## src/rtl/wb_blkregs_param.sv

```systemverilog
//-----------------------------------------------------------------------------
// wb_blkregs_param
//
// Bank of NUM_REGS read/write control registers behind a Wishbone pipelined
// slave. It has byte-lane write enables, a per-bit implemented-field mask
// (RW_MASK) and a one-cycle write strobe per register. It uses the wr-in /
// rd-out pipelining scheme:
//   write: request registered (cycle 0), decode + update (cycle 1),
//          response (cycle 2)
//   read : combinational decode (cycle 0), data + response (cycle 1)
// Only one transaction is outstanding at a time.
//
// Optional feature (compile-time macro WB_BLKREGS_ERR_EN):
//   defined   - an access to an unmapped word address (>= NUM_REGS) is
//               answered with wb_err_o instead of wb_ack_o
//   undefined - unmapped accesses are acked (reads return 0) and wb_err_o
//               stays 0
//
// Ports:
//   clk_i        clock, all logic on the rising edge
//   rst_n_i      synchronous active-low reset
//   wb_cyc_i     Wishbone cycle
//   wb_stb_i     Wishbone strobe
//   wb_adr_i     word address (byte address bits [ADR_W+1:2])
//   wb_sel_i     byte-lane select
//   wb_we_i      write enable
//   wb_dat_i     write data
//   wb_ack_o     acknowledge (one cycle per request)
//   wb_err_o     error response for unmapped accesses (see macro above)
//   wb_rty_o     retry, always 0
//   wb_stall_o   stall, high while a request waits for its response
//   wb_dat_o     read data
//   regs_o       current register values, register i at [i*DATA_W +: DATA_W]
//   wstb_o       one-cycle write strobe per register
//-----------------------------------------------------------------------------
`timescale 1ns/1ps

module wb_blkregs_param #(
    parameter int NUM_REGS = 4,
    parameter int DATA_W   = 32,
    parameter logic [NUM_REGS*DATA_W-1:0] RW_MASK = {(NUM_REGS*DATA_W){1'b1}},
    parameter logic [NUM_REGS*DATA_W-1:0] RST_VAL = '0,
    localparam int ADR_W = (NUM_REGS > 1) ? $clog2(NUM_REGS) : 1
) (
    input  logic                         clk_i,
    input  logic                         rst_n_i,
    input  logic                         wb_cyc_i,
    input  logic                         wb_stb_i,
    input  logic [ADR_W+1:2]             wb_adr_i,
    input  logic [DATA_W/8-1:0]          wb_sel_i,
    input  logic                         wb_we_i,
    input  logic [DATA_W-1:0]            wb_dat_i,
    output logic                         wb_ack_o,
    output logic                         wb_err_o,
    output logic                         wb_rty_o,
    output logic                         wb_stall_o,
    output logic [DATA_W-1:0]            wb_dat_o,
    output logic [NUM_REGS*DATA_W-1:0]   regs_o,
    output logic [NUM_REGS-1:0]          wstb_o
);

`ifdef WB_BLKREGS_ERR_EN
    localparam bit ERR_EN = 1'b1;
`else
    localparam bit ERR_EN = 1'b0;
`endif

    localparam int NSEL = DATA_W / 8;

    // Bus request decode
    logic en;
    logic idle;
    logic wr_accept;
    logic rd_accept;
    logic resp;

    // Transaction flags and wr-in stage
    logic                wip_q, wip_d;
    logic                rip_q, rip_d;
    logic                wr_req_q;
    logic [ADR_W-1:0]    wr_adr_q;
    logic [DATA_W-1:0]   wr_dat_q;
    logic [NSEL-1:0]     wr_sel_q;

    // rd-out stage / response
    logic                ack_q, ack_d;
    logic                err_q, err_d;
    logic [DATA_W-1:0]   rdat_q, rdat_d;

    // Register storage; only implemented bits are ever non-zero
    logic [DATA_W-1:0]   regs_q [NUM_REGS];

    logic [NUM_REGS-1:0] wr_hit;
    logic                wr_mapped;
    logic [DATA_W-1:0]   wr_bmask;
    logic                rd_mapped;
    logic [DATA_W-1:0]   rd_data;

    assign en   = wb_cyc_i & wb_stb_i;
    assign resp = ack_q | err_q;
    // Accepting only when nothing is in flight keeps a single outstanding
    // request even if wb_we_i changes while a request is being stalled.
    assign idle      = ~wip_q & ~rip_q;
    assign wr_accept = en &  wb_we_i & idle;
    assign rd_accept = en & ~wb_we_i & idle;

    assign wb_ack_o   = ack_q;
    assign wb_err_o   = err_q;
    assign wb_rty_o   = 1'b0;
    assign wb_stall_o = en & ~resp;
    assign wb_dat_o   = rdat_q;

    genvar gi;
    generate
        for (gi = 0; gi < NUM_REGS; gi++) begin : g_reg
            // No index matches an unmapped address, so such writes hit nothing.
            assign wr_hit[gi] = wr_req_q & (int'(wr_adr_q) == gi);
            assign regs_o[gi*DATA_W +: DATA_W] = regs_q[gi];
        end
        for (gi = 0; gi < NSEL; gi++) begin : g_lane
            assign wr_bmask[gi*8 +: 8] = {8{wr_sel_q[gi]}};
        end
    endgenerate

    assign wr_mapped = |wr_hit;
    // A write caught by reset in its decode cycle never lands, so it must
    // not strobe either.
    assign wstb_o = wr_hit & {NUM_REGS{rst_n_i}};

    // Read decode: stored values are already masked, so unimplemented bits
    // read 0; unmapped addresses read 0.
    always_comb begin
        rd_data   = '0;
        rd_mapped = 1'b0;
        for (int i = 0; i < NUM_REGS; i++) begin
            if (int'(wb_adr_i) == i) begin
                rd_data   = regs_q[i];
                rd_mapped = 1'b1;
            end
        end
    end

    always_comb begin
        ack_d  = 1'b0;
        err_d  = 1'b0;
        rdat_d = rdat_q;
        wip_d  = wip_q;
        rip_d  = rip_q;
        // The response cycle retires whichever transaction was in flight.
        if (resp) begin
            wip_d = 1'b0;
            rip_d = 1'b0;
        end
        if (wr_accept) begin
            wip_d = 1'b1;
        end
        if (rd_accept) begin
            rip_d  = 1'b1;
            rdat_d = rd_data;
            if (rd_mapped || !ERR_EN) begin
                ack_d = 1'b1;
            end else begin
                err_d = 1'b1;
            end
        end
        if (wr_req_q) begin
            if (wr_mapped || !ERR_EN) begin
                ack_d = 1'b1;
            end else begin
                err_d = 1'b1;
            end
        end
    end

    always_ff @(posedge clk_i) begin
        if (!rst_n_i) begin
            wip_q    <= 1'b0;
            rip_q    <= 1'b0;
            wr_req_q <= 1'b0;
            wr_adr_q <= '0;
            wr_dat_q <= '0;
            wr_sel_q <= '0;
            ack_q    <= 1'b0;
            err_q    <= 1'b0;
            rdat_q   <= '0;
            for (int i = 0; i < NUM_REGS; i++) begin
                regs_q[i] <= RST_VAL[i*DATA_W +: DATA_W] & RW_MASK[i*DATA_W +: DATA_W];
            end
        end else begin
            wip_q    <= wip_d;
            rip_q    <= rip_d;
            wr_req_q <= wr_accept;
            if (wr_accept) begin
                wr_adr_q <= wb_adr_i;
                wr_dat_q <= wb_dat_i;
                wr_sel_q <= wb_sel_i;
            end
            ack_q  <= ack_d;
            err_q  <= err_d;
            rdat_q <= rdat_d;
            for (int i = 0; i < NUM_REGS; i++) begin
                if (wr_hit[i]) begin
                    regs_q[i] <= (regs_q[i] & ~(wr_bmask & RW_MASK[i*DATA_W +: DATA_W]))
                               | (wr_dat_q &  (wr_bmask & RW_MASK[i*DATA_W +: DATA_W]));
                end
            end
        end
    end

endmodule

```

## config.mk

```make
export PLATFORM = sky130hd
export DESIGN_NAME = wb_blkregs_param
export DESIGN_NICKNAME = d
export VERILOG_FILES = /design/src/rtl/wb_blkregs_param.sv
export SDC_FILE = /design/constraint.sdc
export NUM_CORES = 1
export LEC_CHECK = 0
export CAP_MARGIN = 20
export CORE_ASPECT_RATIO = 0.5
export CORE_UTILIZATION = 52
export CTS_BUF_LIST = sky130_fd_sc_hd__clkbuf_8
export CTS_CLUSTER_SIZE = 25
export DETAILED_ROUTE_END_ITERATION = 10
export PLACE_DENSITY_LB_ADDON = 0.2
export SYNTH_ARGS = -nofsm -noshare
export SYNTH_HDL_FRONTEND = slang
export SYNTH_SLANG_ARGS = --single-unit
```

## constraint.sdc

```tcl
create_clock -name clk_i -period 4.1 [get_ports clk_i]
set_clock_uncertainty 0.1 [all_clocks]
set_input_delay 0.82 -clock clk_i [delete_from_list [all_inputs] [get_ports clk_i]]
set_output_delay 0.82 -clock clk_i [all_outputs]
set_load 0.01 [all_outputs]
```

==> impl_metrics.env <==
export IMPL_nets=1003
export IMPL_worst_r2r_cell_count=4
export IMPL_hold_end="wr_dat_q[1]"
export IMPL_die_area_sq_mm=0.0180
export IMPL_run_status="completed"
export IMPL_cp_max_fo=3
export IMPL_drv_cap=0
export IMPL_finalHoldViolCount=0
export IMPL_cts_root_buffer="clkbuf_8"
export IMPL_drt_wirelength_per_cell_um=21.2
export IMPL_cts_hold_buffers_added=0
export IMPL_grt_pass1_vias=6906
export IMPL_netlist_area_sq_mm=0.00909
export IMPL_drtIter0Drc=687
export IMPL_yosys_top_cells_area="edfxtp_1 (42%), dfxtp_1 (16%), nand2b_1 (8.9%)"
export IMPL_drive_above_1_share_pct=10.7
export IMPL_syn_mean_instance_area_sq_um=11.8
export IMPL_yosysMostFrequentCell="nand2b_1"
export IMPL_rows=33
export IMPL_vias=7111
export IMPL_synth_top_flop_cell="edfxtp_1"
export IMPL_grt_usage_pct=28.1
export IMPL_finalSetupViolations=0
export IMPL_intPower_uw=3200
export IMPL_stdcell_count=1209
export IMPL_fin_crit_sh_pct=72.3
export IMPL_fmax_ghz=0.338
export IMPL_avgViaCountPerCell=5.88
export IMPL_place_detailed_hpwl_um=15500
export IMPL_seq_power_share_pct=54.0
export IMPL_min_delay_start="wr_dat_q[1]"
export IMPL_nFillCells=1224
export IMPL_synth_compound_area_share_pct=15.8
export IMPL_synthSimpleGateAreaFrac_pct=13.6
export IMPL_reg2reg_from="wip_q"
export IMPL_tritoncts="built"
export IMPL_grt_pass1_wl_um=38700
export IMPL_synthMuxAreaShare_pct=7.93
export IMPL_netSwitchingFraction_pct=24.6
export IMPL_insertion_delay_ns=0.53
export IMPL_first_pass_iters=5
export IMPL_critPathMostFrequentCell="clkdlybuf4s50_1"
export IMPL_synth_seq_cells=202
export IMPL_async_flop_share_pct=0
export IMPL_area_growth_pct=31.1
export IMPL_min_period_ns=2.96
export IMPL_maxSlewViolCount=0
export IMPL_synth_adder_area_share_pct=0
export IMPL_critPathLaunchType="input pin"
export IMPL_antenna_found_initial=0
export IMPL_htreeDepth=1
export IMPL_multiInputGateArea_sq_mm=0.00345
export IMPL_max_stage_delay_ns=0.54
export IMPL_yosys_area_top_type="edfxtp_1"
export IMPL_die_y_um=95.5
export IMPL_final_core_utilization_pct=71.3
export IMPL_post_cts_buffers=0
export IMPL_numCtsBuffers=29
export IMPL_worstPathArrival_ns=2.04
export IMPL_required_ns=3.18
export IMPL_start_util_pct=54.4
export IMPL_rsz0062_at_grt="false"
export IMPL_num_io_pins=211
export IMPL_ff2ff_setup_slack_ns=2.00
export IMPL_seq_area_sq_mm=0.00533
export IMPL_path_cells="clkdlybuf4s50_1 > nand2_1 > nor2_1 > clkdlybuf4s50_1"
export IMPL_power_switching_uw=1040
export IMPL_crit_path_end_kind="primary output"
export IMPL_grt_start_max_net_pins=49
export IMPL_core_area_sq_mm=0.0167
export IMPL_min_path_type="register to register"
export IMPL_yosysWarnings=0
export IMPL_worst_slack_ns=1.14
export IMPL_ant_nets=0
export IMPL_cts_sinks=202
export IMPL_diodes=0
export IMPL_r2r_end="wr_dat_q[19]"
export IMPL_die_w_um=189
export IMPL_grt_remaining_overflow=0
export IMPL_worstSetupPathType="input pin to primary output"
export IMPL_cts_resized=0
export IMPL_dpl_worst_slack_ns=1.09
export IMPL_cts_buffer_depth=3
export IMPL_cp_slowest_cell="clkdlybuf4s50_1"
export IMPL_synth_top_area_share_pct=42.3
export IMPL_pwr_share_clk_pct=35.2
export IMPL_cts_reportedPaths_clkPinSlew_ns=0.07
export IMPL_worstMarginPinSlew_ns=1.11
export IMPL_synth_common_cells="nand2b_1 (129), a21oi_1 (128), edfxtp_1 (128)"
export IMPL_gp_congestion=0.811
export IMPL_place_inst=1151
export IMPL_synth_edf_count=128
export IMPL_drc=0
export IMPL_pwr_share_comb_pct=10.8
export IMPL_synth_seq_area_share_pct=58.6
export IMPL_synthCells=770
export IMPL_synthXorXnorAreaFrac_pct=0
export IMPL_routed_wl_um=25600
export IMPL_finalSetupTns_ns=0
export IMPL_io_buffers=208
export IMPL_power_density_mw_per_mm2=356
export IMPL_cellLeakagePower_uw=0.00418
export IMPL_maxSlewHeadroom_pct=26.0
export IMPL_synth_top_family_by_area="compound AO/OA/AOI/OAI gates"
export IMPL_max_vdd_ir_drop_v=0.000239
export IMPL_synth_cell_types=30
export IMPL_hold_depth=2
flip-flops by register name, summed over array words and instances (netlist names):
name      flops
rip_q         1
wb_dat_o     32
wr_req_q      1
wip_q         1
wr_sel_q      4
wr_adr_q      2
wb_ack_o      1
regs_q      128
wr_dat_q     32
final cells by class:
type | instances | share of cell area [%]
multi-input cells | 493 | 28.9
repair buffers | 227 | 19.3
well taps | 227 | 2.38
inverters | 7 | 0.220
clock buffers | 33 | 3.81
flip-flops and latches | 202 | 44.7
clock inverters | 20 | 0.651
worst max-delay path, delay by kind of cell:
family | cells | cell delay, ns
buf+inv | 2 | 1.06
simple gates | 2 | 0.16
power by group through the flow:
stage | clock (uW) | combinational [uW] | sequential [uW]
3_3_place_gp | 0 | 428 | 2340
5_1_grt | 1600 | 489 | 2300
3_5_place_dp | 0 | 437 | 2340
6_report | 1490 | 458 | 2290
2_1_floorplan | 0 | 208 | 2350
4_1_cts | 1510 | 439 | 2300
cells in the final DEF, fill, tap and decap left out:
cell type | netlist | routed
clkinv_1 | 0 | 2
nand2b_1 | 129 | 129
nand4bb_2 | 0 | 1
and3_2 | 0 | 1
o21ai_1 | 38 | 38
dfxtp_1 | 74 | 74
edfxtp_1 | 128 | 128
nand2_1 | 36 | 34
inv_2 | 6 | 6
conb_1 | 1 | 2
nor2_1 | 2 | 2
o22ai_1 | 1 | 1
o21a_1 | 2 | 2
mux4_2 | 32 | 32
a21oi_1 | 128 | 128
clkinv_2 | 0 | 2
o21ai_4 | 0 | 2
and2_1 | 1 | 1
nand3_1 | 40 | 39
a21boi_4 | 0 | 1
nand4b_1 | 2 | 2
clkbuf_8 | 0 | 33
nand2_2 | 0 | 2
a22o_1 | 32 | 32
nand3_2 | 0 | 1
inv_1 | 1 | 17
buf_4 | 7 | 14
nor2b_1 | 2 | 2
buf_16 | 0 | 5
a21boi_1 | 38 | 38
buf_2 | 11 | 4
and4bb_4 | 1 | 1
and3_1 | 2 | 1
nand4_1 | 1 | 1
clkdlybuf4s50_1 | 0 | 204
per-layer routing:
| layer | vias up | routed length (um) | global-route usage [%] |
|---|---|---|---|
| li1 | 3205 | - | - |
| met1 | 3525 | 11200 | 40.3 |
| met2 | 352 | 11900 | 45.4 |
| met3 | 29 | 2260 | 4.97 |
| met4 | 0 | 292 | 5.04 |
| met5 | - | 0 | 0 |
stage by stage:
stage	instance area (sq um)	power, uW	hold slack, ns
floorplan	9090	2550	0.357
global placement	11200	2770	0.361
detailed placement	11200	2780	0.365
CTS	11800	4240	0.378
global route	11900	4380	0.399
finish	11900	4240	0.377
cells by family (layout without fill, tap and decap cells):
logic type,after synthesis,in the layout
buffers and inverters,76,287
AO/OA/AOI/OAI,242,242
AND/OR/NAND/NOR,217,217
other,1,2
multiplexers,32,32
flip-flops,202,202
worst max-delay path by stage:
stage / from / slack (ns) / end / cells past startpoint
final: wb_cyc_i / 1.14 / wb_stall_o / 4
after global routing: wb_stb_i / 1.07 / wb_stall_o / 4
after CTS: wb_stb_i / 1.13 / wb_stall_o / 4
after detailed placement: wb_cyc_i / 1.09 / wr_dat_q[19] / 5
after global placement: wb_cyc_i / 1.13 / wb_stall_o / 4
after floorplan: wr_req_q / 0.74 / regs_q[1][0] / 3
Power figures use the tool's default switching activity.
